<file path="src/rtl/sar_value_finder_if.sv">
// Handshake/data bundle between the SAR controller and its environment:
// start request, comparator {G,E,L} result, and the search outputs.
interface sar_value_finder_if #(
  parameter int unsigned WIDTH = 4
);
  logic             start;
  logic [2:0]       r_in;
  logic [WIDTH-1:0] guess;
  logic             busy;
  logic             done;
  logic [WIDTH-1:0] result;
  logic             err;

  modport master (
    output start, r_in,
    input  guess, busy, done, result, err
  );

  modport slave (
    input  start, r_in,
    output guess, busy, done, result, err
  );
endinterface

</file>
<file path="src/rtl/sar_value_finder.sv">
// Successive-approximation controller recovering a WIDTH-bit operand B via an
// external comparator. Optional macro SAR_EARLY_EXIT_EN: finish on first E hit.
module sar_value_finder #(
  parameter int unsigned WIDTH = 4
) (
  input  logic               clk,
  input  logic               rst,
  sar_value_finder_if.slave  bus
);

  localparam int unsigned IW = (WIDTH > 1) ? $clog2(WIDTH) : 1;

  typedef enum logic [1:0] {
    IDLE  = 2'd0,
    TRIAL = 2'd1,
    DONE  = 2'd2
  } state_t;

  state_t           state_q, state_d;
  logic [WIDTH-1:0] acc_q, acc_d;
  logic [WIDTH-1:0] result_q, result_d;
  logic [IW-1:0]    idx_q, idx_d;
  logic             err_q, err_d;
  logic [WIDTH-1:0] trial_bit;
  logic [WIDTH-1:0] guess;
  logic             one_hot;
  logic             keep_bit;

  always_ff @(posedge clk) begin
    if (rst) begin
      state_q  <= IDLE;
      acc_q    <= '0;
      result_q <= '0;
      idx_q    <= '0;
      err_q    <= 1'b0;
    end else begin
      state_q  <= state_d;
      acc_q    <= acc_d;
      result_q <= result_d;
      idx_q    <= idx_d;
      err_q    <= err_d;
    end
  end

  // A malformed comparator sample is handled like G: the trial bit is dropped.
  always_comb begin
    trial_bit = WIDTH'(1) << idx_q;
    guess     = (state_q == TRIAL) ? (acc_q | trial_bit) : '0;
    one_hot   = (bus.r_in == 3'b100) || (bus.r_in == 3'b010) || (bus.r_in == 3'b001);
    keep_bit  = one_hot && !bus.r_in[2];
  end

  always_comb begin
    state_d  = state_q;
    acc_d    = acc_q;
    result_d = result_q;
    idx_d    = idx_q;
    err_d    = err_q;
    unique case (state_q)
      IDLE: begin
        if (bus.start) begin
          state_d = TRIAL;
          acc_d   = '0;
          idx_d   = IW'(WIDTH - 1);
          err_d   = 1'b0;
        end
      end
      TRIAL: begin
        if (!one_hot) err_d = 1'b1;
`ifdef SAR_EARLY_EXIT_EN
        if (bus.r_in == 3'b010) begin
          result_d = guess;
          state_d  = DONE;
        end else begin
          acc_d = keep_bit ? (acc_q | trial_bit) : (acc_q & ~trial_bit);
          if (idx_q == '0) begin
            result_d = acc_d;
            state_d  = DONE;
          end else begin
            idx_d = idx_q - IW'(1);
          end
        end
`else
        acc_d = keep_bit ? (acc_q | trial_bit) : (acc_q & ~trial_bit);
        if (idx_q == '0) begin
          result_d = acc_d;
          state_d  = DONE;
        end else begin
          idx_d = idx_q - IW'(1);
        end
`endif
      end
      DONE: begin
        state_d = IDLE;
      end
      default: begin
        state_d = IDLE;
      end
    endcase
  end

  assign bus.guess  = guess;
  assign bus.busy   = (state_q == TRIAL);
  assign bus.done   = (state_q == DONE);
  assign bus.result = result_q;
  assign bus.err    = err_q;

endmodule
</file>
<file path="src/flat_wrapper.sv">
// flat-port wrapper written by rule: the top's interface ports become plain ports
module sar_value_finder_flat 
#(
  parameter int unsigned WIDTH = 4
)
  (clk, rst, bus_start, bus_r_in, bus_guess, bus_busy, bus_done, bus_result, bus_err);
  sar_value_finder_if #(.WIDTH(WIDTH)) bus_i ();
  input  logic clk;
  input  logic rst;
  input wire logic [$bits(bus_i.start)-1:0] bus_start;
  input wire logic [$bits(bus_i.r_in)-1:0] bus_r_in;
  output wire logic [$bits(bus_i.guess)-1:0] bus_guess;
  output wire logic [$bits(bus_i.busy)-1:0] bus_busy;
  output wire logic [$bits(bus_i.done)-1:0] bus_done;
  output wire logic [$bits(bus_i.result)-1:0] bus_result;
  output wire logic [$bits(bus_i.err)-1:0] bus_err;
  assign bus_i.start = bus_start;
  assign bus_i.r_in = bus_r_in;
  assign bus_guess = bus_i.guess;
  assign bus_busy = bus_i.busy;
  assign bus_done = bus_i.done;
  assign bus_result = bus_i.result;
  assign bus_err = bus_i.err;
  sar_value_finder #(.WIDTH(WIDTH)) u_core (.clk(clk), .rst(rst), .bus(bus_i));
endmodule
</file>
<file path="config.mk">
export PLATFORM = sky130hd
export DESIGN_NAME = sar_value_finder_flat
export DESIGN_NICKNAME = d
export VERILOG_FILES = /design/src/rtl/sar_value_finder_if.sv /design/src/rtl/sar_value_finder.sv /design/src/flat_wrapper.sv
export SDC_FILE = /design/constraint.sdc
export NUM_CORES = 1
export LEC_CHECK = 0
export BUFFER_PORTS_ARGS = -buffer_cell sky130_fd_sc_hd__buf_2
export CORE_ASPECT_RATIO = 1.25
export CORE_MARGIN = 4
export CORE_UTILIZATION = 29
export CTS_CLUSTER_DIAMETER = 100
export DETAILED_ROUTE_END_ITERATION = 8
export REMOVE_ABC_BUFFERS = 1
export SYNTH_ARGS = -nofsm -noshare
export SYNTH_HDL_FRONTEND = slang
export SYNTH_SLANG_ARGS = --single-unit
</file>
<file path="constraint.sdc">
create_clock -name clk -period 1.8 [get_ports clk]
set_input_delay 0.36 -clock clk [delete_from_list [all_inputs] [get_ports clk]]
set_output_delay 0.36 -clock clk [all_outputs]
set_load 0.005 [all_outputs]
</file>
==> results_dict.tcl, run 1 <==
set metrics [dict create \
    status "completed" \
    end_kind "primary output" \
    finalSetupTns_ns 0 \
    crit_path_end "bus_guess[2]" \
    synth-seq-cells 13 \
    reg2reg_from "u_core.idx_q[0]" \
    avgSynthCellArea_um2 8.609 \
    grt_pass1_vias 574 \
    ctsHoldBuffers 0 \
    ys_warn_count 0 \
    clock_path_buffers 2 \
    final_common_cell "buf_2" \
    coreArea_mm2 0.002282 \
    setup_violations 0 \
    ant_nets 0 \
    powerDensity_mw_per_mm2 787.4 \
    r2r_end "u_core.bus.result[3]" \
    final_core_util_pct 37.34 \
    grt_pass1_wl_um 2456 \
    worst_slack_ns 0.1163 \
    ctsRootBufferMaster "clkbuf_4" \
    synth_mux_area_share_pct 1.557 \
    r2r_cells 5 \
    reg2reg_slack_ns 0.33 \
    async_flop_share_pct 0 \
    drc_errors 0 \
    grt_use_total_pct 9.665 \
    hold_viol_final 0 \
    timing.critical_path.from "u_core.idx_q[0]" \
    max_cap_viol_count 0 \
    synthTopCellsByArea "dfxtp_1, ha_1, nor2_1" \
    grt_overflow 0 \
    synth.cell_area_um2 723.2 \
    timing.final.crit_share_pct 93.54 \
    wl_per_cell_um 11.91 \
    synth-simple-area-share_pct 28.03 \
    area_growth_pct 17.82 \
    worst_pin_slew_ns 0.4586 \
    synth_compound_area_share_pct 19.72 \
    cts_max_level 1 \
    antenna_found_initial 0 \
    grt_max_degree 15 \
    cts.repair.resized 0 \
    n_antenna_cell 0 \
    via_per_inst 4.771 \
    arrival_ns 1.32 \
    cts_buffers 3 \
    ys_seq_area_share_pct 35.99 \
    fillers 258 \
    clock.fmax_mhz 593.9 \
    num_rows 19 \
    drt_pass1_iterations 3 \
    drt_iter0_drc 12 \
    critPathKind "reg -> out" \
    rsz0062_at_grt "no" \
    hpwl_um 1161 \
    ios 17 \
    finalClockSkew_ns 0.003972 \
    cts_sinks 13 \
    synth_top_family_by_area "simple AND/OR/NAND/NOR gates" \
    synth_edf_count 0 \
    initial_core_util_pct 31.69 \
    synth_xor_area_share_pct 2.249 \
    syn_inst 84 \
    yosys_most_used_dff "dfxtp_1" \
    die-area_mm2 0.003362 \
    wl_um 1560 \
    pre_cts_ws_ns 0.3036 \
    peakVddDrop_v 0.0002476 \
    layout_common_cells "buf_2, nor2_1, dfxtp_1" \
    io_buffers 16 \
    fp.dieW_um 52.67 \
    clk_latency_ns 0.28 \
    num_vias 625 \
    slew_viol_final 0 \
    startpoint_type "flip-flop" \
    nets 111 \
    drive_above_1_share_pct 27.00 \
    slew_headroom_pct 69.36 \
    crit_required_ns 1.44 \
    synth.largest_area_cell "dfxtp_1" \
    p_leak_nw 0.3631 \
    place_congestion 0.7915 \
    yosysTopAreaCellShare_pct 35.99 \
    synthAdderAreaFrac_pct 6.920 \
    cts_setup_buffers 0 \
    synth_cell_type_count 29 \
    die_h_um 63.83 \
    clk_pin_slew_worst_paths_ns 0.08 \
    hold_class "in -> reg" \
    crit_fanout 5 \
    cts_tree "yes" \
    finalCriticalPeriod_ns 1.684 \
]
==> per-layer routing <==
layer | GRT usage (%) | part of all wire [%] | vias to the layer above
li1 | - | - | 326
met1 | 10.64 | 45 | 284
met2 | 16.46 | 49 | 12
met3 | 2.093 | 3.6 | 3
met4 | 5.751 | 2.2 | 0
met5 | 0 | 0 | -
==> power by group <==
part / leakage (nW) / switching (W) / internal, W
sequential: 0.107 / 0.0000220 / 0.000308
clock: 0.0150 / 0.000102 / 0.0000862
combinational: 0.241 / 0.0000829 / 0.0000697
==> Yosys cell counts (2+ instances only) <==
| library cell | n |
|---|---|
| ha_1 | 4 |
| dfxtp_1 | 13 |
| buf_2 | 2 |
| o21ai_0 | 6 |
| nor3b_1 | 5 |
| nand2b_1 | 4 |
| inv_1 | 5 |
| nor2b_1 | 3 |
| a31oi_1 | 2 |
| nor2_1 | 11 |
| nand3_1 | 4 |
| a21oi_1 | 8 |
==> cell families (layout without fill, tap and decap cells) <==
group	after synthesis	after routing
XOR/XNOR	1	1
AND/OR/NAND/NOR	34	34
buffers and inverters	9	25
adder cells (fa/ha/maj)	4	4
flip-flops	13	13
multiplexers	1	1
AO/OA/AOI/OAI	22	22
==> cell type report <==
class,instances,area (µm²),share of cell area [%]
Multi-Input combinational cell,62,425.4,49.93
Sequential cell,13,262.8,30.84
Timing Repair Buffer,16,80.08,9.398
Tap cell,31,38.79,4.552
Clock buffer,4,26.28,3.084
Inverter,5,18.77,2.203
==> flip-flops by register name (all words and copies together) (netlist names) <==
signal,cells
u_core.acc_q,4
u_core.bus.err,1
u_core.bus.result,4
u_core.idx_q,2
u_core.state_q,2
==> critical path, cell delays in order, from the launching register on <==
cell	delay [ns]
dfxtp_1	0.40
inv_1	0.10
ha_1	0.26
nor2_1	0.11
nor2_1	0.05
buf_2	0.12
==> worst min path at each step <==
stage | to | from | slack (ns) | cells past startpoint
6_report | u_core.acc_q[1] | rst | 0.37 | 2
5_1_grt | u_core.acc_q[0] | rst | 0.37 | 2
3_3_place_gp | u_core.bus.result[0] | u_core.bus.result[0] | 0.45 | 2
2_1_floorplan | u_core.bus.result[3] | rst | 0.43 | 1
4_1_cts | u_core.acc_q[1] | rst | 0.36 | 2
3_5_place_dp | u_core.bus.result[0] | u_core.bus.result[0] | 0.45 | 2
==> per-stage QoR <==
step / cells / hold slack, ns / power, W / instance area, µm²
6_report: 131 / 0.3661 / 0.0006709 / 852.1
3_3_place_gp: 127 / 0.4487 / 0.0004855 / 820.8
3_5_place_dp: 127 / 0.4537 / 0.0004864 / 820.8
4_1_cts: 131 / 0.3596 / 0.0006753 / 847.1
2_1_floorplan: 80 / 0.4279 / 0.0004335 / 701.9
5_1_grt: 131 / 0.3651 / 0.0007086 / 852.1
Note: power is estimated with default switching activity, not from simulation.
==> run 2, diff against run 1 <==
--- a/config.mk
+++ b/config.mk
@@ -11,6 +11,7 @@
 export CORE_UTILIZATION = 29
 export CTS_CLUSTER_DIAMETER = 100
 export DETAILED_ROUTE_END_ITERATION = 8
+export MAX_ROUTING_LAYER = met4
 export REMOVE_ABC_BUFFERS = 1
 export SYNTH_ARGS = -nofsm -noshare
 export SYNTH_HDL_FRONTEND = slang
==> run 2 against run 1 <==
Compared with the run above:
- non-clock buffer count stayed put
- utilization is the same
- flip-flop and latch count unchanged
- clock power barely moved
- design area did not move
==> results_dict.tcl, run 2 (same netlist as run 1, synthesis figures left out) <==
set metrics [dict create \
    cts_buffers 3 \
    ios 17 \
    die_h_um 63.83 \
    critPathKind "reg -> out" \
    status "completed" \
    drt_pass1_iterations 3 \
    grt_max_degree 15 \
    coreArea_mm2 0.002282 \
    clk_pin_slew_worst_paths_ns 0.08 \
    gr-usage-met1_pct 10.78 \
    crit_required_ns 1.44 \
    timing.final.crit_share_pct 93.53 \
    p_leak_nw 0.3631 \
    die-area_mm2 0.003362 \
    drc_errors 0 \
    drive_above_1_share_pct 27.00 \
    arrival_ns 1.32 \
    finalCriticalPeriod_ns 1.683 \
    clock_path_buffers 2 \
    ctsRootBufferMaster "clkbuf_4" \
    setup_violations 0 \
    max_cap_viol_count 0 \
    grt_pass1_wl_um 2470 \
    nets 111 \
    n_antenna_cell 0 \
    fp.dieW_um 52.67 \
    ant_nets 0 \
    io_buffers 16 \
    num_vias 623 \
    powerDensity_mw_per_mm2 787.6 \
    hold_viol_final 0 \
    drt_iter0_drc 12 \
    cts_sinks 13 \
    final_common_cell "buf_2" \
    grt_overflow 0 \
    layout_common_cells "buf_2, nor2_1, dfxtp_1" \
    initial_core_util_pct 31.69 \
    power_w 0.0006710 \
    met3_usage_pct 2.093 \
    reg2reg_slack_ns 0.33 \
    hpwl_um 1161 \
    num_rows 19 \
    cts_setup_buffers 0 \
    clk_latency_ns 0.28 \
    area_growth_pct 17.82 \
    slew_headroom_pct 69.09 \
    wl_per_cell_um 11.89 \
    rsz0062_at_grt "no" \
    slew_viol_final 0 \
    end_kind "primary output" \
    worst_pin_slew_ns 0.4628 \
    cts_tree "yes" \
    antenna_found_initial 0 \
    cts_max_level 1 \
    place_congestion 0.8028 \
    crit_fanout 5 \
    hold_class "in -> reg" \
    grt_pass1_vias 572 \
    top_usage_layer "met2" \
    finalClockSkew_ns 0.003816 \
    via_per_inst 4.756 \
    peakVddDrop_v 0.0002477 \
    grt_use_total_pct 9.990 \
    grtUsageMet2_pct 16.46 \
    wl_um 1558 \
    finalSetupTns_ns 0 \
    startpoint_type "flip-flop" \
    fillers 258 \
    clock.fmax_mhz 594.0 \
]
-- run 2: cell counts in the layout (fill, tap and decap cells not counted) --
Identical to the previous run, type by type.
-- run 2: final timing paths --
| check | startpoint | depth (start not counted) | end |
|---|---|---|---|
| max reg2reg | u_core.idx_q[0] | 5 | u_core.bus.result[3] |
| min | rst | 2 | u_core.acc_q[1] |
| min reg2reg | u_core.bus.result[0] | 2 | u_core.bus.result[0] |
| max | u_core.idx_q[0] | 5 | bus_guess[2] |
-- run 2: metrics by stage --
| step | worst slack (ns) | area (µm²) | util, % | cells | hold WS, ns |
|---|---|---|---|---|---|
| 3_5_place_dp | 0.3036 | 820.8 | 35.96 | 127 | 0.4537 |
| 3_3_place_gp | 0.3266 | 820.8 | 35.96 | 127 | 0.4487 |
| 2_1_floorplan | 0.5087 | 701.9 | - | 80 | 0.4279 |
| 4_1_cts | 0.06481 | 847.1 | 37.12 | 131 | 0.3596 |
| 5_1_grt | 0.03275 | 852.1 | 37.34 | 131 | 0.3619 |
| 6_report | 0.1165 | 852.1 | 37.34 | 131 | 0.3661 |
-- run 2: area by class of cell --
cell class | count | area (µm²) | share of cell area, %
repair buffers | 16 | 80.08 | 9.398
multi-input cells | 62 | 425.4 | 49.93
well taps | 31 | 38.79 | 4.552
inverters | 5 | 18.77 | 2.203
flip-flops and latches | 13 | 262.8 | 30.84
clock buffers | 4 | 26.28 | 3.084
-- run 2: worst max-delay path, cell delays in order (launching register included) --
cell and delay, ns:
dfxtp_1 0.40, inv_1 0.10, ha_1 0.26, nor2_1 0.11, nor2_1 0.05, buf_2 0.12
-- run 2: power breakdown --
part	internal, W	switching (W)
logic	0.0000697	0.0000829
registers	0.000308	0.0000220
clock network	0.0000862	0.000103
-- run 2: layer usage --
layer,wire [µm],share of wire (%)
met5,0,0
met1,708,45
met2,753,48
met3,61,3.9
met4,35,2.2
-- run 2: timing repair --
item / in CTS / in global routing
hold buffers: 0 / 0
endpoints found under the hold margin: 0 / 0
endpoints found under the setup margin: 0 / 4
resized for setup: 0 / 3
